<file path="src/rtl/fft_frame_buffer.sv">
// fft_frame_buffer: two-bank ping-pong capture of 64-point FFT output frames,
// replayed in natural bin order over a valid/ready stream. A frame that
// arrives while no bank is free is skipped and counted in DROP_CNT.
// Optional: define FFT_FRAME_BUFFER_MAG_EN to add the OUT_MAG magnitude port.
module fft_frame_buffer #(
  parameter int unsigned DW  = 19,
  parameter int unsigned AW  = 6,
  parameter int unsigned DCW = 8
) (
  input  logic           CLK,
  input  logic           RST_N,
  input  logic           ED,
  input  logic           RDY,
  input  logic [AW-1:0]  ADDR,
  input  logic [DW-1:0]  DOR,
  input  logic [DW-1:0]  DOI,
  input  logic           OVF1,
  input  logic           OVF2,
  output logic           OUT_VALID,
  input  logic           OUT_READY,
  output logic [DW-1:0]  OUT_R,
  output logic [DW-1:0]  OUT_I,
  output logic [AW-1:0]  OUT_IDX,
  output logic           OUT_LAST,
  output logic           OUT_OVF,
  output logic [DCW-1:0] DROP_CNT,
  output logic           BUSY
`ifdef FFT_FRAME_BUFFER_MAG_EN
  ,
  output logic [DW:0]    OUT_MAG
`endif
);

  localparam int unsigned N = 2 ** AW;
  localparam logic [AW-1:0] LastIdx = '1;
  localparam logic [AW-1:0] CntOne  = AW'(1);

  typedef enum logic [1:0] {BkFree, BkCapt, BkFull, BkRead} bank_e;
  typedef enum logic [1:0] {CapIdle, CapCapt, CapSkip} cap_e;
  typedef enum logic {RdIdle, RdRead} rd_e;

  // Both banks share one array; the bank number is the top address bit.
  logic [2*DW-1:0] mem [2*N];

  bank_e          bank_q [2];
  bank_e          bank_d [2];
  cap_e           cap_q, cap_d;
  logic           cap_bank_q, cap_bank_d;
  logic [AW-1:0]  cap_cnt_q, cap_cnt_d;
  logic [1:0]     ovf_q, ovf_d;
  logic [DCW-1:0] drop_q, drop_d;
  logic           oldest_q, oldest_d;

  rd_e            rd_q, rd_d;
  logic           rd_bank_q, rd_bank_d;
  logic [AW:0]    rd_cnt_q, rd_cnt_d;
  logic           out_valid_q, out_valid_d;
  logic [DW-1:0]  out_r_q, out_r_d;
  logic [DW-1:0]  out_i_q, out_i_d;
  logic [AW-1:0]  out_idx_q, out_idx_d;
  logic           out_last_q, out_last_d;
  logic           out_ovf_q, out_ovf_d;

  logic            mem_we;
  logic            mem_wbank;
  logic [2*DW-1:0] rd_word;
  logic            release_bank;
  logic            free0, free1, full0, full1;
  logic            xfer, start, samp_ovf, claim_bank;
  logic [DCW-1:0]  drop_inc;

  assign rd_word  = mem[{rd_bank_q, rd_cnt_q[AW-1:0]}];
  assign xfer     = out_valid_q & OUT_READY;
  assign start    = ED & RDY;
  assign samp_ovf = OVF1 | OVF2;
  assign full0    = (bank_q[0] == BkFull);
  assign full1    = (bank_q[1] == BkFull);
  assign drop_inc = (drop_q == '1) ? drop_q : drop_q + 1'b1;

  // Sample storage, addressed by bin index within the capturing bank.
  always_ff @(posedge CLK) begin
    if (mem_we) begin
      mem[{mem_wbank, ADDR}] <= {DOR, DOI};
    end
  end

  // Next-state for bank states, capture FSM and replay FSM.
  always_comb begin
    bank_d       = bank_q;
    cap_d        = cap_q;
    cap_bank_d   = cap_bank_q;
    cap_cnt_d    = cap_cnt_q;
    ovf_d        = ovf_q;
    drop_d       = drop_q;
    oldest_d     = oldest_q;
    mem_we       = 1'b0;
    mem_wbank    = cap_bank_q;
    rd_d         = rd_q;
    rd_bank_d    = rd_bank_q;
    rd_cnt_d     = rd_cnt_q;
    out_valid_d  = out_valid_q;
    out_r_d      = out_r_q;
    out_i_d      = out_i_q;
    out_idx_d    = out_idx_q;
    out_last_d   = out_last_q;
    out_ovf_d    = out_ovf_q;
    release_bank = 1'b0;

    // Replay side runs first so a release is visible to the claim below.
    unique case (rd_q)
      RdIdle: begin
        if (full0 || full1) begin
          rd_bank_d         = (full0 && full1) ? oldest_q : full1;
          bank_d[rd_bank_d] = BkRead;
          rd_cnt_d          = '0;
          rd_d              = RdRead;
        end
      end
      RdRead: begin
        if (xfer && out_last_q) begin
          release_bank      = 1'b1;
          bank_d[rd_bank_q] = BkFree;
          out_valid_d       = 1'b0;
          if (bank_q[~rd_bank_q] == BkFull) begin
            // Chain straight into the waiting bank: one idle cycle between frames.
            bank_d[~rd_bank_q] = BkRead;
            rd_bank_d          = ~rd_bank_q;
            rd_cnt_d           = '0;
          end else begin
            rd_d = RdIdle;
          end
        end else if ((!out_valid_q || xfer) && !rd_cnt_q[AW]) begin
          out_r_d     = rd_word[2*DW-1:DW];
          out_i_d     = rd_word[DW-1:0];
          out_idx_d   = rd_cnt_q[AW-1:0];
          out_last_d  = (rd_cnt_q[AW-1:0] == LastIdx);
          out_ovf_d   = ovf_q[rd_bank_q];
          out_valid_d = 1'b1;
          rd_cnt_d    = rd_cnt_q + 1'b1;
        end
      end
      default: rd_d = RdIdle;
    endcase

    free0      = (bank_q[0] == BkFree) || (release_bank && !rd_bank_q);
    free1      = (bank_q[1] == BkFree) || (release_bank && rd_bank_q);
    claim_bank = !free0;

    unique case (cap_q)
      CapIdle: begin
        if (start) begin
          if (free0 || free1) begin
            cap_bank_d         = claim_bank;
            mem_we             = 1'b1;
            mem_wbank          = claim_bank;
            ovf_d[claim_bank]  = samp_ovf;
            cap_cnt_d          = CntOne;
            bank_d[claim_bank] = BkCapt;
            cap_d              = CapCapt;
          end else begin
            cap_cnt_d = CntOne;
            drop_d    = drop_inc;
            cap_d     = CapSkip;
          end
        end
      end
      CapCapt: begin
        if (ED) begin
          mem_we = 1'b1;
          if (RDY) begin
            // A new frame start aborts the partial one in the same bank.
            ovf_d[cap_bank_q] = samp_ovf;
            cap_cnt_d         = CntOne;
          end else begin
            ovf_d[cap_bank_q] = ovf_q[cap_bank_q] | samp_ovf;
            if (cap_cnt_q == LastIdx) begin
              bank_d[cap_bank_q] = BkFull;
              cap_d              = CapIdle;
              if (bank_q[~cap_bank_q] != BkFull) begin
                oldest_d = cap_bank_q;
              end
            end else begin
              cap_cnt_d = cap_cnt_q + 1'b1;
            end
          end
        end
      end
      CapSkip: begin
        if (ED) begin
          if (RDY) begin
            cap_cnt_d = CntOne;
            drop_d    = drop_inc;
          end else if (cap_cnt_q == LastIdx) begin
            cap_d = CapIdle;
          end else begin
            cap_cnt_d = cap_cnt_q + 1'b1;
          end
        end
      end
      default: cap_d = CapIdle;
    endcase
  end

  // State registers with asynchronous active-low reset.
  always_ff @(posedge CLK or negedge RST_N) begin
    if (!RST_N) begin
      bank_q[0]   <= BkFree;
      bank_q[1]   <= BkFree;
      cap_q       <= CapIdle;
      cap_bank_q  <= 1'b0;
      cap_cnt_q   <= '0;
      ovf_q       <= '0;
      drop_q      <= '0;
      oldest_q    <= 1'b0;
      rd_q        <= RdIdle;
      rd_bank_q   <= 1'b0;
      rd_cnt_q    <= '0;
      out_valid_q <= 1'b0;
      out_r_q     <= '0;
      out_i_q     <= '0;
      out_idx_q   <= '0;
      out_last_q  <= 1'b0;
      out_ovf_q   <= 1'b0;
    end else begin
      bank_q[0]   <= bank_d[0];
      bank_q[1]   <= bank_d[1];
      cap_q       <= cap_d;
      cap_bank_q  <= cap_bank_d;
      cap_cnt_q   <= cap_cnt_d;
      ovf_q       <= ovf_d;
      drop_q      <= drop_d;
      oldest_q    <= oldest_d;
      rd_q        <= rd_d;
      rd_bank_q   <= rd_bank_d;
      rd_cnt_q    <= rd_cnt_d;
      out_valid_q <= out_valid_d;
      out_r_q     <= out_r_d;
      out_i_q     <= out_i_d;
      out_idx_q   <= out_idx_d;
      out_last_q  <= out_last_d;
      out_ovf_q   <= out_ovf_d;
    end
  end

  assign OUT_VALID = out_valid_q;
  assign OUT_R     = out_r_q;
  assign OUT_I     = out_i_q;
  assign OUT_IDX   = out_idx_q;
  assign OUT_LAST  = out_last_q;
  assign OUT_OVF   = out_ovf_q;
  assign DROP_CNT  = drop_q;
  assign BUSY      = (bank_q[0] != BkFree) || (bank_q[1] != BkFree);

`ifdef FFT_FRAME_BUFFER_MAG_EN
  logic [DW:0] abs_r, abs_i, mag_max, mag_min;

  // Alpha-max/beta-min magnitude; the extra bit holds |most-negative| exactly.
  always_comb begin
    abs_r   = out_r_q[DW-1] ? ({1'b0, ~out_r_q} + 1'b1) : {1'b0, out_r_q};
    abs_i   = out_i_q[DW-1] ? ({1'b0, ~out_i_q} + 1'b1) : {1'b0, out_i_q};
    mag_max = (abs_r > abs_i) ? abs_r : abs_i;
    mag_min = (abs_r > abs_i) ? abs_i : abs_r;
    OUT_MAG = mag_max + (mag_min >> 1);
  end
`endif

endmodule

</file>
<file path="config.mk">
export PLATFORM = sky130hd
export DESIGN_NAME = fft_frame_buffer
export DESIGN_NICKNAME = d
export VERILOG_FILES = /design/src/rtl/fft_frame_buffer.sv
export SDC_FILE = /design/constraint.sdc
export NUM_CORES = 2
export LEC_CHECK = 0
export CAP_MARGIN = 0
export CELL_PAD_IN_SITES_DETAIL_PLACEMENT = 1
export CELL_PAD_IN_SITES_GLOBAL_PLACEMENT = 1
export CORE_AREA = 2 2 560 979
export CTS_CLUSTER_SIZE = 10
export DETAILED_ROUTE_END_ITERATION = 10
export DIE_AREA = 0 0 562 981
export MAX_ROUTING_LAYER = met4
export PLACE_DENSITY_LB_ADDON = 0.1
export SLEW_MARGIN = 25
export SYNTH_ARGS = -nofsm -noshare
export SYNTH_HDL_FRONTEND = slang
export SYNTH_MEMORY_MAX_BITS = 65536
export SYNTH_SLANG_ARGS = --single-unit
</file>
<file path="constraint.sdc">
create_clock -name CLK -period 4.6 [get_ports CLK]
set_input_delay 0.92 -clock CLK [delete_from_list [all_inputs] [get_ports CLK]]
set_output_delay 0.92 -clock CLK [all_outputs]
set_load 0.01 [all_outputs]
</file>
-- After elaboration in Yosys (flattened, before gate mapping)
Memory sizes are Yosys's and may differ from the RTL's. A register that Yosys moved wholly into a read port is not among the register bits.
Index checks and enable logic that the tools add are counted.
- register bits: 42
- latch bits: 0
- RAM bits: 4864
- ROM bits: 0
- bits of input ports: 51
- output and inout port bits: 56
- word-level logic and storage cells: 212
- memories: 1
- $add $sub $neg: 3
- multiply operators: 0
- divide/modulo/power cells: 0
- order comparisons: 16
- eq/ne operators: 24
- shift-type cells: 0
- mux-type cells: 86
- bitwise logic cells: 25
- reductions and logical operators: 42
- memory list (name ; words ; bits a word ; rd ports ; clocked after memory_dff ; wr ports ; RTL line ; text):
    mem ; 128 ; 38 ; 1 ; 1 ; 1 ; 43 ; logic [2*DW-1:0] mem [2*N];
- operator list (kind ; number):
    $mux W2 ; 20
    $mux W8 ; 5
    $mux W4 ; 8
    $mux W7 ; 4
    $mux W1 ; 25
    $mux W6 ; 4
    $ne A2 B2 Y1 const B ; 9
    $pmux W4 S2 ; 2
    $pmux W8 S2 ; 1
    $pmux W7 S2 ; 1
    $eq A6 B6 Y1 const B ; 2
    $ge A2 B2 Y1 const B ; 6
    $logic_and A1 B1 Y1 ; 12
    $not A1 Y2 ; 6
    $pmux W6 S2 ; 1
    $reduce_and A4 Y1 ; 3
    $reduce_bool A2 Y1 ; 6
    $demux W2 S1 ; 5
    $lt A2 B1 Y1 const B ; 5
    $reduce_and A5 Y1 ; 2
    $reduce_and A3 Y1 ; 3
    $add A8 B1 Y8 const B ; 1
    $eq A2 B2 Y1 const B ; 4
    $eq A8 B8 Y1 const B ; 1
    27 further kinds ; 60

-- Depth between registers and ports, before layout
- depth in word-level cells: 17
- gate-level depth with buffers: 13
- mapped depth without buffers: 8

-- Least setup slack after synthesis
Ideal clock, no wire load.
- path kind: input -> register
- from: in ED
- to: mem mem[88][0] (netlist name) (enable)
- library setup time: 0.433 ns
- data arrival time: 3.920 ns
- data required time: 4.167 ns
- slack: 0.247 ns
- stages on the path: 7
- buffers on the path: 1
- cell sequence: clkbuf_1 -> and3_1 -> a21boi_0 -> a2bb2oi_1 -> nor2b_1 -> nand3_1 -> nor2_1
- word-level cells in the longest chain between the ends: 5
- ends and longest elaborated chain (element ; RTL line ; text):
    start: declaration ; 12 ; input logic ED,
    $and A1 B1 Y1 ; 74 ; assign start = ED & RDY;
    $mux W1 ; 151 ; if (start) begin
    $pmux W1 S2 ; 149 ; unique case (cap_q)
    $mux W1 ; 82 ; if (mem_we) begin
    $mux W1 (implied by the code) ; 83 ; mem[{mem_wbank, ADDR}] <= {DOR, DOI};
    end: declaration ; 43 ;
Parallel ways exist; a longest one is shown, timed or not.

==> results by stage <==
Final layout:
- The number of nets at the end of the flow is about 9400.
- Relative to the synthesized area, the layout overhead comes to 17.6%.
- The finished layout holds 16700 standard cells, fillers aside.
- In the final layout, the share of cells above drive strength 1 is 0.297.

Floorplan:
- The cell row count is 358.
- Pin placement for this block handled 107 I/O pins.
- The die covers 0.551 mm^2.
- The horizontal extent of the die is 562 um.
- The y dimension of the die is 981 um.
- The placeable core area is 0.543 mm^2.
- For this configuration, the core starts out at a cell density of 0.349.

Worst setup path:
- The worst setup path is captured at a flip-flop.
- At the worst endpoint, the required time is 5440 ps.
- The delay of the slowest cell on the worst path is 1040 ps.
- The cell family contributing the most delay on the critical path is simple AND/OR/NAND/NOR gates.
- Walking the worst path, the cells encountered are buf_12, and2_4, buf_4, a221oi_1, o21ai_0, o2111ai_1, nor3_1, nor3_1.
- On the critical path, the stage with the largest delay is an instance of sky130_fd_sc_hd__dfrtp_4.
- The peak fanout along the critical path is 24.
- The critical path crosses 8 cells after its start point.
- For the worst flop-to-flop path, the logic depth is 8.
- At the worst endpoint, the arrival time is 5360 ps.
- The worst register-to-register path begins at rd_cnt_q[1].
- STA classifies the critical path startpoint as a flip-flop.
- The critical path's most frequent cell is sky130_fd_sc_hd__nor3_1.
- The critical path contains buffers and inverters numbering 2 combined.
- The setup path with the least slack is of type flip-flop to flip-flop.
- The timing startpoint of the critical path is rd_cnt_q[1].

Synthesis:
- The number of nets handed over by synthesis was 8451.
- Averaged over all synthesized cells, the footprint is 22.6 um^2.
- The async set-reset flop share out of synthesis is 0.0162.
- Ranked by total cell area, the synthesized netlist is headed by sky130_fd_sc_hd__edfxtp_1 (77%), sky130_fd_sc_hd__mux4_2 (14%), sky130_fd_sc_hd__mux2i_1 (2.2%).
- The post-synthesis cell type with the largest combined area is sky130_fd_sc_hd__edfxtp_1.
- The most common cell in the synthesized netlist is sky130_fd_sc_hd__edfxtp_1.
- For this run, the register share of the synthesized area comes to 0.782.
- During synthesis, Yosys emitted a total of 0 warnings.
- Summing every instance area after synthesis gives between 0.15 and 0.2 mm^2.
- Among all flip-flop cells after synthesis, the most frequent one is sky130_fd_sc_hd__edfxtp_1.
- The share of synthesized area in the top cell type comes to 0.771.
- The count of flip-flops with a built-in enable after synthesis is 4864.
- The number of instances in the synthesized netlist is 8393.
- The number of storage elements in the synthesis netlist is 4944.
- The commonest cells after synthesis are sky130_fd_sc_hd__edfxtp_1 (4864), sky130_fd_sc_hd__mux4_2 (1164), sky130_fd_sc_hd__mux2i_1 (409).
- The number of unique standard cell types used by synthesis is 62.

STA:
- The post-route clock period utilization is 0.983.
- Static timing analysis puts the maximum clock frequency at 221 MHz.
- The clock arrives with 95.2 ps of skew.
- The count of endpoints failing hold in the final timing report is 0.
- The max-slew violation count is 0.
- Counting I/O delays and the setup requirement, the final critical path takes 4520 ps.
- Setup slack closes at approximately 80 ps.
- The number of setup violations in the final report is 0.
- For the pin with the worst max-slew slack, the measured transition is 1300 ps.
- The worst slew margin relative to its limit is 0.136.
- Setup repair after global routing left no endpoint under its margin.

Clock tree:
- After clock tree synthesis, the setup repair step added 0 buffers.
- The clock tree root buffer cell is sky130_fd_sc_hd__clkbuf_16.
- The number of sinks on the clock net is approximately 4900.
- The H-tree was split into 6 levels.
- The number of buffers inserted by hold repair at cts is 1.
- Gates resized during post-CTS repair numbered 0.
- The buffer levels on the longest clock path is 5.
- The clock input transition at the sequential cells of the worst setup and hold paths is 60 ps.
- TritonCTS built the clock tree.
- The insertion delay of the later-clocked pin in the worst-skew pair is 1070 ps.
- The TritonCTS buffer count is 600.

Route:
- In this run, the number of DRC markers left after iteration 0 of detailed routing was approximately 9100.
- The routed design has 685000 um of wire.
- In the final routed layout, each cell accounts on average for between 40 and 50 um.
- The total number of vias is 93400.
- The final routed DRC violation total is 0.
- For this run, the detailed router's first-pass iteration total came to 5.
- Once detail routing completed, the nets flagged for antenna violations numbered 0.
- The ratio of routed vias to standard cells is about 5.6.

Place:
- The routability congestion estimate is roughly 0.90.
- The pre-CTS setup slack is -171 ps.
- Including well taps, the total number of placed cells is 16000.
- During placement, the flow inserted port buffers numbering 106.
- Summed over all nets, the half-perimeter wirelength after detailed placement is about 450000 um.

Min path:
- The worst hold path cell count is 1.
- The worst min-delay path category is input pin to flip-flop.
- In this run the most critical hold path is launched from DOI[18].

GRT:
- Global routing finished with a remaining overflow of 0.
- Across every metal layer, demand over resource in global routing totals 0.256.
- The via count of the first global-routing pass is 100000.
- The wire length of the first global-routing pass is 920000 um.
- The initial antenna violation count is 58.
- Entering global routing, the biggest net connects 86 pins.

Power:
- The power per standard cell area is 605 mW/mm^2.
- The analysis attributes to cell leakage a power of between 70 and 80 nW.
- VDD sags by at most 463 uV.

Flow run:
- The number of max-cap violations is 0.

Run status:
- The flow ran to the end, and the final reports show no timing, DRC or antenna violations.
## layout make-up
cell class	instances	area, um^2
fillers	50100	320000
flip-flops and latches	4944	148000
multi-input cells	2961	39700
clock buffers	686	15600
repair buffers	868	9860
well taps	7200	9010
clock inverters	24	253
diodes	31	77.6
inverters	12	62.6
## worst reg2reg max path, cell delays in order, from the launching register on
cell                        delay (ps)
sky130_fd_sc_hd__dfrtp_4          1040
sky130_fd_sc_hd__buf_12            310
sky130_fd_sc_hd__and2_4            620
sky130_fd_sc_hd__buf_4             420
sky130_fd_sc_hd__a221oi_1          150
sky130_fd_sc_hd__o21ai_0           390
sky130_fd_sc_hd__o2111ai_1         520
sky130_fd_sc_hd__nor3_1            750
sky130_fd_sc_hd__nor3_1            120
## path summary, 6_finish.rpt
path | to | slack, ps
max | OUT_R[13] | 80
min | mem[18][18] | 200
max reg2reg | OUT_R[13] | 80
min reg2reg | OUT_IDX[3] | 480
max in group asynchronous | OUT_I[0] | 2890
min in group asynchronous | bank_q[1] | 590
## registers in the layout, indices dropped and copies added, names as in the netlist, 4 cells and up
register / count
DROP_CNT: 8
rd_cnt_q: 7
OUT_IDX: 6
OUT_I: 19
mem: 4864
OUT_R: 19
cap_cnt_q: 6
bank_q: 4
## cell families after synthesis
family          after synthesis  synth area share
compound gates              706            0.0267
xor+xnor                     14          0.000647
fa+ha+maj                     7          0.000462
buf+inv                     488            0.0147
flops                      4944             0.782
mux                        1602             0.162
simple gates                632            0.0140
## where the power goes
group	switching, W	total, W	internal [W]
clock network	0.0175	0.0412	0.0237
registers	0.00117	0.0511	0.0500
logic	0.0264	0.0425	0.0161
## metal layers
| layer | global-route usage | share of wire |
|---|---|---|
| met5 | - | 0 |
| met2 | 0.458 | 0.54 |
| met4 | 0.132 | 0.061 |
| met3 | 0.0280 | 0.037 |
| met1 | 0.280 | 0.36 |
## through the flow
| stage | hold WS [ps] | utilization | setup TNS (ps) | cell area, um^2 | power, W |
|---|---|---|---|---|---|
| floorplan | 468 | - | 0 | 189000 | 0.0732 |
| global placement | 468 | 0.381 | -7220 | 207000 | 0.0953 |
| detailed placement | 478 | 0.381 | -2370 | 207000 | 0.0955 |
| CTS | 132 | 0.410 | 0 | 223000 | 0.137 |
| global route | 189 | 0.410 | 0 | 223000 | 0.138 |
| finish | 202 | 0.410 | 0 | 223000 | 0.135 |
## cell usage in the layout (no fill, tap or decap), types with 74 or more instances in the layout
| master | n |
|---|---|
| sky130_fd_sc_hd__a21oi_1 | 111 |
| sky130_fd_sc_hd__a221oi_1 | 91 |
| sky130_fd_sc_hd__a22oi_1 | 111 |
| sky130_fd_sc_hd__buf_12 | 248 |
| sky130_fd_sc_hd__buf_4 | 543 |
| sky130_fd_sc_hd__clkbuf_1 | 74 |
| sky130_fd_sc_hd__clkbuf_16 | 611 |
| sky130_fd_sc_hd__dfrtp_1 | 74 |
| sky130_fd_sc_hd__edfxtp_1 | 4864 |
| sky130_fd_sc_hd__mux2i_1 | 408 |
| sky130_fd_sc_hd__mux4_2 | 1164 |
| sky130_fd_sc_hd__nand2_1 | 278 |
| sky130_fd_sc_hd__nand3_1 | 75 |
| sky130_fd_sc_hd__nor2_4 | 133 |
Power figures use the tool's default switching activity.
